<file path="config.mk">
export PLATFORM = sky130hd
export DESIGN_NAME = tff_bank_ctrl
export DESIGN_NICKNAME = d
export VERILOG_FILES = /design/src/rtl/tff_bank_ctrl.sv
export SDC_FILE = /design/constraint.sdc
export NUM_CORES = 1
export LEC_CHECK = 0
export CORE_MARGIN = 4
export CORE_UTILIZATION = 48
export DETAILED_ROUTE_END_ITERATION = 8
export GPL_ROUTABILITY_DRIVEN = 0
export GPL_TIMING_DRIVEN = 0
export PLACE_DENSITY = 0.75
export SYNTH_ARGS = -nofsm -noshare
export SYNTH_HDL_FRONTEND = slang
export SYNTH_SLANG_ARGS = --single-unit
</file>
<file path="constraint.sdc">
create_clock -name clk -period 2.55 [get_ports clk]
set_input_delay 0.51 -clock clk [delete_from_list [all_inputs] [get_ports clk]]
set_output_delay 0.51 -clock clk [all_outputs]
set_load 0.01 [all_outputs]
</file>
<file path="src/rtl/tff_bank_ctrl.sv">
// Arbitrated write/read controller for a bank of temporal flip-flop cells.
// Writes clear then pulse WE for wr_len cycles; reads time the first fresh rising edge on cell_out.
module tff_bank_ctrl #(
  parameter int NCELL   = 4,
  parameter int AW      = 2,
  parameter int TW      = 8,
  parameter int CLR_CYC = 4
) (
  input  logic             clk,
  input  logic             rst,
  input  logic             wr_req,
  input  logic [AW-1:0]    wr_addr,
  input  logic [TW-1:0]    wr_len,
  output logic             wr_ack,
  input  logic             rd_req,
  input  logic [AW-1:0]    rd_addr,
  output logic             rd_ack,
  output logic [TW-1:0]    rd_data,
  output logic             rd_timeout,
  output logic [NCELL-1:0] cell_we,
  output logic [NCELL-1:0] cell_re,
  output logic [NCELL-1:0] cell_rstb,
  input  logic [NCELL-1:0] cell_out,
  output logic             busy
);

  typedef enum logic [1:0] {IDLE, CLEAR, WRITE, READ} state_e;

  state_e            state_q, state_d;
  logic [TW-1:0]     cnt_q, cnt_d;
  logic [AW-1:0]     addr_q, addr_d;
  logic [TW-1:0]     len_q, len_d;
  logic              last_wr_q, last_wr_d;
  logic              settle_q, settle_d;
  logic [NCELL-1:0]  we_q, we_d;
  logic [NCELL-1:0]  re_q, re_d;
  logic [NCELL-1:0]  rstb_q, rstb_d;
  logic              wr_ack_q, wr_ack_d;
  logic              rd_ack_q, rd_ack_d;
  logic [TW-1:0]     rd_data_q, rd_data_d;
  logic              rd_to_q, rd_to_d;
  logic              busy_q, busy_d;
  logic [NCELL-1:0]  sync1_q, sync1_d;
  logic [NCELL-1:0]  sync2_q, sync2_d;
  logic [NCELL-1:0]  sync3_q, sync3_d;

  logic              wr_grant;
  logic              rise;

  // Out-of-range addresses decode to all-zero, so they touch no cell.
  function automatic logic [NCELL-1:0] dec(input logic [AW-1:0] a);
    logic [NCELL-1:0] v;
    v = '0;
    for (int unsigned i = 0; i < NCELL; i++) begin
      if (32'(a) == i) v[i] = 1'b1;
    end
    return v;
  endfunction

  always_comb begin
    state_d   = state_q;
    cnt_d     = cnt_q;
    addr_d    = addr_q;
    len_d     = len_q;
    last_wr_d = last_wr_q;
    settle_d  = 1'b0;
    we_d      = we_q;
    re_d      = re_q;
    rstb_d    = rstb_q;
    wr_ack_d  = 1'b0;
    rd_ack_d  = 1'b0;
    rd_data_d = rd_data_q;
    rd_to_d   = rd_to_q;
    sync1_d   = cell_out;
    sync2_d   = sync1_q;
    sync3_d   = sync2_q;

    wr_grant  = wr_req && (!rd_req || !last_wr_q);
    rise      = |(dec(addr_q) & sync2_q & ~sync3_q);

    case (state_q)
      IDLE: begin
        rstb_d = '1;
        we_d   = '0;
        re_d   = '0;
        // No grant in the ack cycle (requester still holds req) or the first cycle out of reset.
        if (!settle_q && !wr_ack_q && !rd_ack_q) begin
          if (wr_grant) begin
            state_d   = CLEAR;
            addr_d    = wr_addr;
            len_d     = wr_len;
            cnt_d     = '0;
            last_wr_d = 1'b1;
            rstb_d    = ~dec(wr_addr);
          end else if (rd_req) begin
            state_d   = READ;
            addr_d    = rd_addr;
            cnt_d     = '0;
            last_wr_d = 1'b0;
            re_d      = dec(rd_addr);
          end
        end
      end
      CLEAR: begin
        if (cnt_q == TW'(CLR_CYC - 1)) begin
          rstb_d = '1;
          cnt_d  = '0;
          if (len_q != '0) begin
            state_d = WRITE;
            we_d    = dec(addr_q);
          end else begin
            state_d  = IDLE;
            wr_ack_d = 1'b1;
          end
        end else begin
          cnt_d = cnt_q + TW'(1);
        end
      end
      WRITE: begin
        if (cnt_q == len_q - TW'(1)) begin
          we_d     = '0;
          state_d  = IDLE;
          wr_ack_d = 1'b1;
        end else begin
          cnt_d = cnt_q + TW'(1);
        end
      end
      READ: begin
        if (rise || cnt_q == '1) begin
          re_d      = '0;
          state_d   = IDLE;
          rd_ack_d  = 1'b1;
          rd_data_d = rise ? cnt_q : '1;
          rd_to_d   = !rise;
        end else begin
          cnt_d = cnt_q + TW'(1);
        end
      end
      default: state_d = IDLE;
    endcase

    busy_d = (state_d != IDLE);
  end

  always_ff @(posedge clk) begin
    if (rst) begin
      state_q   <= IDLE;
      cnt_q     <= '0;
      addr_q    <= '0;
      len_q     <= '0;
      last_wr_q <= 1'b0;
      settle_q  <= 1'b1;
      we_q      <= '0;
      re_q      <= '0;
      rstb_q    <= '0;
      wr_ack_q  <= 1'b0;
      rd_ack_q  <= 1'b0;
      rd_data_q <= '0;
      rd_to_q   <= 1'b0;
      busy_q    <= 1'b0;
      sync1_q   <= '0;
      sync2_q   <= '0;
      sync3_q   <= '0;
    end else begin
      state_q   <= state_d;
      cnt_q     <= cnt_d;
      addr_q    <= addr_d;
      len_q     <= len_d;
      last_wr_q <= last_wr_d;
      settle_q  <= settle_d;
      we_q      <= we_d;
      re_q      <= re_d;
      rstb_q    <= rstb_d;
      wr_ack_q  <= wr_ack_d;
      rd_ack_q  <= rd_ack_d;
      rd_data_q <= rd_data_d;
      rd_to_q   <= rd_to_d;
      busy_q    <= busy_d;
      sync1_q   <= sync1_d;
      sync2_q   <= sync2_d;
      sync3_q   <= sync3_d;
    end
  end

  assign wr_ack     = wr_ack_q;
  assign rd_ack     = rd_ack_q;
  assign rd_data    = rd_data_q;
  assign rd_timeout = rd_to_q;
  assign cell_we    = we_q;
  assign cell_re    = re_q;
  assign cell_rstb  = rstb_q;
  assign busy       = busy_q;

  a_single_strobe: assert property (@(posedge clk) disable iff (rst) $onehot0(cell_we | cell_re));
  a_we_re_excl:    assert property (@(posedge clk) disable iff (rst) (cell_we & cell_re) == '0);
  a_no_io_in_clr:  assert property (@(posedge clk) disable iff (rst) ((cell_we | cell_re) & ~cell_rstb) == '0);

endmodule

</file>
==> results of run 1 <==
[worst paths after layout]
| check | startpoint | endpoint | slack (ns) | cells after the start |
|---|---|---|---|---|
| worst max-delay path | len_q[2]$_SDFFE_PP0P_ | cnt_q[5]$_SDFFE_PP0P_ | 0.04 | 8 |
| worst min-delay path | sync1_q[3]$_SDFF_PP0_ | sync2_q[3]$_SDFF_PP0_ | 0.44 | 1 |
| worst max register to register | len_q[2]$_SDFFE_PP0P_ | cnt_q[5]$_SDFFE_PP0P_ | 0.04 | 8 |
| worst min register to register | sync1_q[3]$_SDFF_PP0_ | sync2_q[3]$_SDFF_PP0_ | 0.44 | 1 |
[cell type report]
class,instances,area share [%]
buffer,15,1.88
clock buffer,14,3.97
clock inverter,2,1.04
inverter,16,1.67
multi-input combinational,222,43.8
sequential,58,32.3
tap,72,2.51
timing repair buffer,47,12.8
[layout by cell type, fill, tap and decap left out, types with 6 or more instances in the layout]
| cell type | netlist | layout |
|---|---|---|
| nor2b_1 | 12 | 12 |
| o221a_2 | 7 | 7 |
| ha_1 | 8 | 7 |
| nand2_1 | 14 | 14 |
| o21ai_0 | 7 | 6 |
| mux2i_1 | 11 | 11 |
| clkdlybuf4s50_1 | 0 | 43 |
| o21ai_1 | 7 | 8 |
| nor2_1 | 34 | 34 |
| dfxtp_1 | 58 | 57 |
| and3_1 | 6 | 6 |
| nand3_1 | 10 | 10 |
| clkbuf_1 | 14 | 18 |
| inv_1 | 15 | 15 |
| xnor2_1 | 7 | 7 |
| clkbuf_8 | 0 | 9 |
| nand2b_1 | 7 | 7 |
| a21oi_1 | 17 | 15 |
| nor3_1 | 10 | 10 |
[power by group]
group	internal (mW)	total, mW	switching (mW)
Sequential	0.948	0.980	0.0324
Clock	0.454	0.804	0.350
Combinational	0.176	0.383	0.206
Total	1.58	2.17	0.589
[sequential cells by signal, summed over array words and instances (netlist names), 2 cells and up]
| signal | count |
|---|---|
| addr_q | 2 |
| cell_re | 4 |
| cell_rstb | 4 |
| cell_we | 4 |
| cnt_q | 8 |
| len_q | 8 |
| rd_data | 8 |
| state_q | 2 |
| sync1_q | 4 |
| sync2_q | 4 |
| sync3_q | 4 |
[timing repair]
action	CTS	global route
buffers inserted	4	0
pin swaps	6	6
setup endpoints to repair	6	9
gates resized for setup	3	13
[synth_stat cells, types with 8 or more instances]
cell,instances
mux2i_1,11
inv_1,15
ha_1,8
nor3_1,10
nand3_1,10
dfxtp_1,58
clkbuf_1,14
nor2_1,34
a21oi_1,17
nor2b_1,12
nand2_1,14
[kinds of logic after synthesis]
family          count (synthesis)  synth area share, %
flops                          58                 41.5
mux                            12                 4.74
compound gates                 76                 20.0
xor+xnor                        9                 2.82
fa+ha+maj                       8                 3.57
buf+inv                        32                 4.60
simple gates                  117                 22.8
[per-layer routing]
metal | vias up | global-route usage, %
met1 | 1216 | 26.7
li1 | 1251 | -
met3 | 21 | 6.48
met4 | 0 | 8.63
met2 | 72 | 32.6
met5 | - | 0
[worst max-delay path, cell delays in order (launching register included)]
cell and delay, ns:
dfxtp_1 0.31, buf_6 0.13, or4_4 0.48, o21ai_1 0.29
a221oi_4 0.14, and4_1 0.23, clkbuf_4 0.18, or3_1 0.39
a32o_1 0.26
==> flow_summary.yaml, run 1 <==
placement:
  dpl_cell_area_um2: 3320
  dpl.hpwl_mm: 4.94
  placed_cells: 427
  dp_slack_ns: -0.147
  io_buffers: 43
cells_and_area:
  drive_gt1_share_pct: 11.2
  antenna_cells: 0
  fin_util_pct: 64.5
  design_area_um2: 3600
  instances_no_fill: 446
  nets: 397
  fillerInstances: 482
  seqCellArea_um2: 1160
  multi_input_area_um2: 1580
  area_delta_synth_final_pct: 28.4
synth:
  synthTopCellsByArea: "dfxtp_1 41%, nor2_1 4.6%, mux2i_1 3.9%"
  synth_edf_count: 0
  yosysTopAreaCellShare_pct: 41.5
  synth_top_cell_by_area: "dfxtp_1"
  synth_fp_nets: 340
  ys_warn_count: 0
  ys_seq_area_share_pct: 41.5
  synth_cell_types: 60
  avgSynthCellArea_um2: 8.97
  syn-cell-area_um2: 2800
  ys_ff_latch: 58
  syn_inst: 312
  ys.flop_type: "dfxtp_1"
  ys_async_sr_fraction_pct: 0
floorplan:
  die_w_um: 84.4
  die_y_um: 84.4
  core_um2: 5570
  fp-row-count: 27
  ioPinCount: 44
  start_util_pct: 50.2
  die-area_um2: 7120
cts:
  cts_root_buf: "clkbuf_8"
  clkSlewWorstSetupHoldPaths_ns: 0.07
  clkSinkCount: 58
  clk-insertion-delay-late_ns: 0.34
  cts_tree: "yes"
  numCtsBuffers: 9
  cts_htree_levels: 3
  cts_max_path_buffers: 2
  ctsHoldBuffers: 0
pwr:
  p_leak_nw: 1.39
  power_mw: 2.17
  p_per_area_nw_per_um2: 603
  peakVddDrop_mv: 0.523
routing:
  firstDrtPassIters: 4
  routed-wl-met2_mm: 3.31
  first_iter_violations: 214
  wl_met1_mm: 3.16
  wl_met3_um: 450
  ant_nets: 0
  wire_per_inst_um: 15.9
  highest_layer: "met4"
  wl_mm: 7.09
  drcViolationCount: 0
  drt-vias-per-instance: 5.74
  via_count: 2560
timing:
  fin_tns_setup_ns: 0
  finalSetupViolCount: 0
  finalHoldViolCount: 0
  max_freq_mhz: 399
  rsz0062_at_grt: "yes"
  slew_headroom_pct: 47.0
  setup_slack_ns: 0.0415
  holdWs_ns: 0.438
  drv_slew: 0
  finalCriticalPeriod_ns: 2.51
  finalClockSkew_ns: 0.00634
  timing.final.crit_share_pct: 98.4
  worst_slew_pin_slew_ns: 0.795
global_routing:
  grt_max_degree: 11
  grt_util_all_layers_pct: 20.9
  grt_pass1_wl_mm: 12.0
  grt_pass1_vias: 2470
  antenna_found_initial: 0
  overflow: 0
status:
  status: "finished clean"
setup_path:
  crit_arrival_ns: 2.74
  crit_type: "reg2reg"
  crit_fanout: 9
  cp.required_ns: 2.78
  end_kind: "flip-flop"
  start_kind: "flip-flop"
hold_path:
  hp-class: "reg2reg"
run:
  maxCapViolCount: 0
No activity file was read; power rests on OpenSTA's default activity.
==> inputs of run 2 (changes only) <==
--- a/config.mk
+++ b/config.mk
@@ -6,11 +6,12 @@
 export NUM_CORES = 1
 export LEC_CHECK = 0
 export CORE_MARGIN = 4
-export CORE_UTILIZATION = 48
+export CORE_UTILIZATION = 45
+export CTS_BUF_LIST = sky130_fd_sc_hd__clkbuf_16
 export DETAILED_ROUTE_END_ITERATION = 8
 export GPL_ROUTABILITY_DRIVEN = 0
 export GPL_TIMING_DRIVEN = 0
-export PLACE_DENSITY = 0.75
+export PLACE_DENSITY = 0.69
 export SYNTH_ARGS = -nofsm -noshare
 export SYNTH_HDL_FRONTEND = slang
 export SYNTH_SLANG_ARGS = --single-unit
==> constraint.sdc (replaced) <==
create_clock -name clk -period 3.1 [get_ports clk]
set_input_delay 0.62 -clock clk [delete_from_list [all_inputs] [get_ports clk]]
set_output_delay 0.62 -clock clk [all_outputs]
set_load 0.01 [all_outputs]
==> flow_summary.yaml, run 2 (synthesis gave the netlist of run 1 again) <==
status:
  status: "finished clean"
cells_and_area:
  most-common-layout-cells: "58 x dfxtp_1, 43 x clkdlybuf4s50_1, 34 x nor2_1"
  nets: 394
  fillerInstances: 521
  seqCellArea_um2: 1160
  drive_gt1_share_pct: 8.09
  final_common_cell: "dfxtp_1"
  multi_input_area_um2: 1510
  area_delta_synth_final_pct: 29.8
  antenna_cells: 0
global_routing:
  grt_pass1_wl_mm: 11.1
  antenna_found_initial: 0
  grt_max_degree: 11
  grt_pass1_vias: 2352
  overflow: 0
  grt_util_all_layers_pct: 18.8
routing:
  via_count: 2414
  first_iter_violations: 190
  drt-vias-per-instance: 5.41
  drcViolationCount: 0
  firstDrtPassIters: 4
  wl_mm: 6.64
  ant_nets: 0
  wire_per_inst_um: 14.9
cts:
  ctsHoldBuffers: 0
  cts_max_path_buffers: 2
  cts_root_buf: "clkbuf_16"
  cts_setup_buffers: 0
  clkSlewWorstSetupHoldPaths_ns: 0.05
  cts_tree: "yes"
  ctsResizeCount: 0
  numCtsBuffers: 9
  clkSinkCount: 58
  cts_htree_levels: 3
  clk-insertion-delay-late_ns: 0.33
floorplan:
  die-area_um2: 7550
  core_um2: 5990
  die_y_um: 86.9
  start_util_pct: 46.7
  die_w_um: 86.9
  ioPinCount: 44
  fp-row-count: 28
setup_path:
  cp_slowest_stage_delay_ns: 0.55
  cp.buffers_inverters: 0
  crit_family: "simple AND/OR/NAND/NOR gates"
  start_kind: "flip-flop"
  crit_arrival_ns: 2.92
  crit_type: "reg2reg"
  end_kind: "flip-flop"
  cp.required_ns: 3.35
  cp_cell_sequence: "or4_4 -> or3_4 -> a221oi_2 -> a31oi_2 -> or4_1 -> a21oi_1"
  slowest_stage: "or4_4"
  crit_fanout: 9
timing:
  slew_headroom_pct: 47.1
  finalHoldViolCount: 0
  max_freq_mhz: 374
  holdWs_ns: 0.430
  finalSetupViolCount: 0
  timing.final.crit_share_pct: 86.4
  finalCriticalPeriod_ns: 2.68
  finalClockSkew_ns: 0.0106
  fin_tns_setup_ns: 0
  worst_slew_pin_slew_ns: 0.793
  drv_slew: 0
  rsz0062_at_grt: "no"
hold_path:
  hp-class: "reg2reg"
placement:
  io_buffers: 43
  dpl.hpwl_mm: 4.81
run:
  maxCapViolCount: 0
pwr:
  p_leak_nw: 1.41
  peakVddDrop_mv: 0.363
  p_per_area_nw_per_um2: 583
[run 2: cell count changes in the layout (fill, tap and decap cells not counted), sizes merged]
cell,before,now
clkbuf,28,23
clkinv,1,5
buf,5,2
bufinv,1,2
clkinvlp,1,0
inv,15,16
[run 2: where the power goes]
group / switching (mW) / internal (mW) / total, mW
clock: 0.328 / 0.693 / 1.02
sequential: 0.0254 / 0.781 / 0.807
combinational: 0.158 / 0.135 / 0.293
total: 0.511 / 1.61 / 2.12
[run 2: layer usage]
metal	global-route usage (%)	vias up	wire, um	share of wire [%]
li1	-	1250	-	-
met3	3.69	12	270	4.1
met4	9.07	0	138	2.1
met2	29.3	44	3090	47
met5	0	-	0	0
met1	24.9	1108	3140	47
[run 2: final timing paths]
kind / cells after the start / slack (ns) / from / endpoint
max reg2reg: 6 / 0.42 / len_q[4]$_SDFFE_PP0P_ / cell_we[0]$_SDFFE_PP0P_
max: 6 / 0.42 / len_q[4]$_SDFFE_PP0P_ / cell_we[0]$_SDFFE_PP0P_
min: 1 / 0.43 / sync1_q[0]$_SDFF_PP0_ / sync2_q[0]$_SDFF_PP0_
min reg2reg: 1 / 0.43 / sync1_q[0]$_SDFF_PP0_ / sync2_q[0]$_SDFF_PP0_
[run 2: cell type report]
class | count | area share [%]
clock buffers | 9 | 6.20
flip-flops and latches | 58 | 31.9
clock inverters | 7 | 2.34
repair buffers | 43 | 11.8
plain buffers | 16 | 1.89
multi-input cells | 222 | 41.5
inverters | 16 | 1.65
well taps | 75 | 2.58
[run 2: stage by stage]
stage	util [%]	total power [mW]	setup WS, ns	instance area (um2)	instances
global placement	55.5	1.11	0.389	3320	430
CTS	60.7	2.14	0.420	3630	446
global route	60.7	2.22	0.249	3630	446
floorplan	-	1.01	0.622	2800	312
detailed placement	55.5	1.11	0.405	3320	430
finish	60.7	2.12	0.423	3630	446
==> inputs of run 3 (changes only) <==
--- a/config.mk
+++ b/config.mk
@@ -10,7 +10,6 @@
 export CTS_BUF_LIST = sky130_fd_sc_hd__clkbuf_16
 export DETAILED_ROUTE_END_ITERATION = 8
 export GPL_ROUTABILITY_DRIVEN = 0
-export GPL_TIMING_DRIVEN = 0
 export PLACE_DENSITY = 0.69
 export SYNTH_ARGS = -nofsm -noshare
 export SYNTH_HDL_FRONTEND = slang
==> flow_summary.yaml, run 3 (synthesis gave the netlist of run 1 again) <==
routing:
  first_iter_violations: 167
  drt-vias-per-instance: 5.63
  via_count: 2449
  wire_per_inst_um: 15.5
  firstDrtPassIters: 4
  wl_mm: 6.74
  ant_nets: 0
  drcViolationCount: 0
timing:
  finalClockSkew_ns: 0.00665
  timing.final.crit_share_pct: 85.5
  finalSetupViolCount: 0
  max_freq_mhz: 377
  rsz0062_at_grt: "no"
  drv_slew: 0
  holdWs_ns: 0.436
  finalHoldViolCount: 0
  fin_tns_setup_ns: 0
  setup_slack_ns: 0.448
  slew_headroom_pct: 46.4
  finalCriticalPeriod_ns: 2.65
  worst_slew_pin_slew_ns: 0.805
setup_path:
  start_kind: "flip-flop"
  end_kind: "flip-flop"
  rrSetupSlack_ns: 0.45
  crit_type: "reg2reg"
  cp.buffers_inverters: 0
  crit_family: "simple AND/OR/NAND/NOR gates"
  cp_cell_sequence: "or4_4 -> or3_4 -> a221oi_2 -> a31oi_2 -> or4_1 -> a21oi_1"
  cp.required_ns: 3.36
  crit_fanout: 9
  crit_arrival_ns: 2.91
  cp_slowest_stage_delay_ns: 0.53
  slowest_stage: "or4_1"
pwr:
  p_comb_share_pct: 14.5
  power_frac_seq_pct: 40.4
  pwr-share-clk_pct: 45.1
  p_leak_nw: 1.38
  p_per_area_nw_per_um2: 560
  p_int_mw: 1.46
  power_mw: 2.00
  switching_share_pct: 27.0
  p_switching_uw: 541
  peakVddDrop_mv: 0.548
cts:
  numCtsBuffers: 9
  cts_max_path_buffers: 2
  clkSinkCount: 58
  cts_root_buf: "clkbuf_16"
  ctsHoldBuffers: 0
  clkSlewWorstSetupHoldPaths_ns: 0.05
  clk-insertion-delay-late_ns: 0.33
  cts_tree: "yes"
  cts_setup_buffers: 0
  ctsResizeCount: 0
  cts_htree_levels: 3
floorplan:
  die-area_um2: 7550
  fp-row-count: 28
  ioPinCount: 44
  die_w_um: 86.9
  die_y_um: 86.9
  start_util_pct: 46.7
  core_um2: 5990
status:
  status: "finished clean"
cells_and_area:
  fillerInstances: 541
  instances_no_fill: 435
  final_common_cell: "dfxtp_1"
  drive_gt1_share_pct: 10.0
  area_delta_synth_final_pct: 27.6
  fin_util_pct: 59.6
  nets: 383
  antenna_cells: 0
  most-common-layout-cells: "58 x dfxtp_1, 43 x clkdlybuf4s50_1, 34 x nor2_1"
  design_area_um2: 3570
global_routing:
  overflow: 0
  grt_max_degree: 30
  grt_pass1_vias: 2526
  grt_pass1_wl_mm: 11.5
  grt_util_all_layers_pct: 19.2
  antenna_found_initial: 0
placement:
  io_buffers: 43
  placed_cells: 419
  dpl.hpwl_mm: 4.84
  dpl_cell_area_um2: 3290
  dp_slack_ns: 0.400
run:
  maxCapViolCount: 0
hold_path:
  hp-class: "reg2reg"
==> run 3: routing by layer <==
layer  wire (um)  global-route usage (%)  vias to the layer above
li1            -                       -                     1226
met1        3100                    23.8                     1153
met2        3170                    31.4                       61
met3         398                    6.34                        9
met4          72                    6.52                        0
met5           0                       0                        -
==> run 3: final cells by class <==
class	instances	area, um2	share of cell area [%]
clock buffer	9	225	6.30
inverter	16	60.1	1.68
multi-input combinational	222	1510	42.3
sequential	58	1160	32.5
clock inverter	7	55.1	1.54
tap	75	93.8	2.63
timing repair buffer	48	468	13.1
==> run 3: final timing paths <==
kind | from | end | depth (start not counted)
worst max-delay path | len_q[2]$_SDFFE_PP0P_ | cell_we[1]$_SDFFE_PP0P_ | 6
worst min-delay path | sync1_q[3]$_SDFF_PP0_ | sync2_q[3]$_SDFF_PP0_ | 1
worst max register to register | len_q[2]$_SDFFE_PP0P_ | cell_we[1]$_SDFFE_PP0P_ | 6
worst min register to register | sync1_q[3]$_SDFF_PP0_ | sync2_q[3]$_SDFF_PP0_ | 1
==> run 3: power groups by stage <==
stage,registers (mW),clock network [mW],logic (mW)
floorplan,0.822,0,0.188
global placement,0.823,0,0.284
detailed placement,0.823,0,0.289
CTS,0.807,0.920,0.291
global route,0.812,0.954,0.323
finish,0.807,0.903,0.291
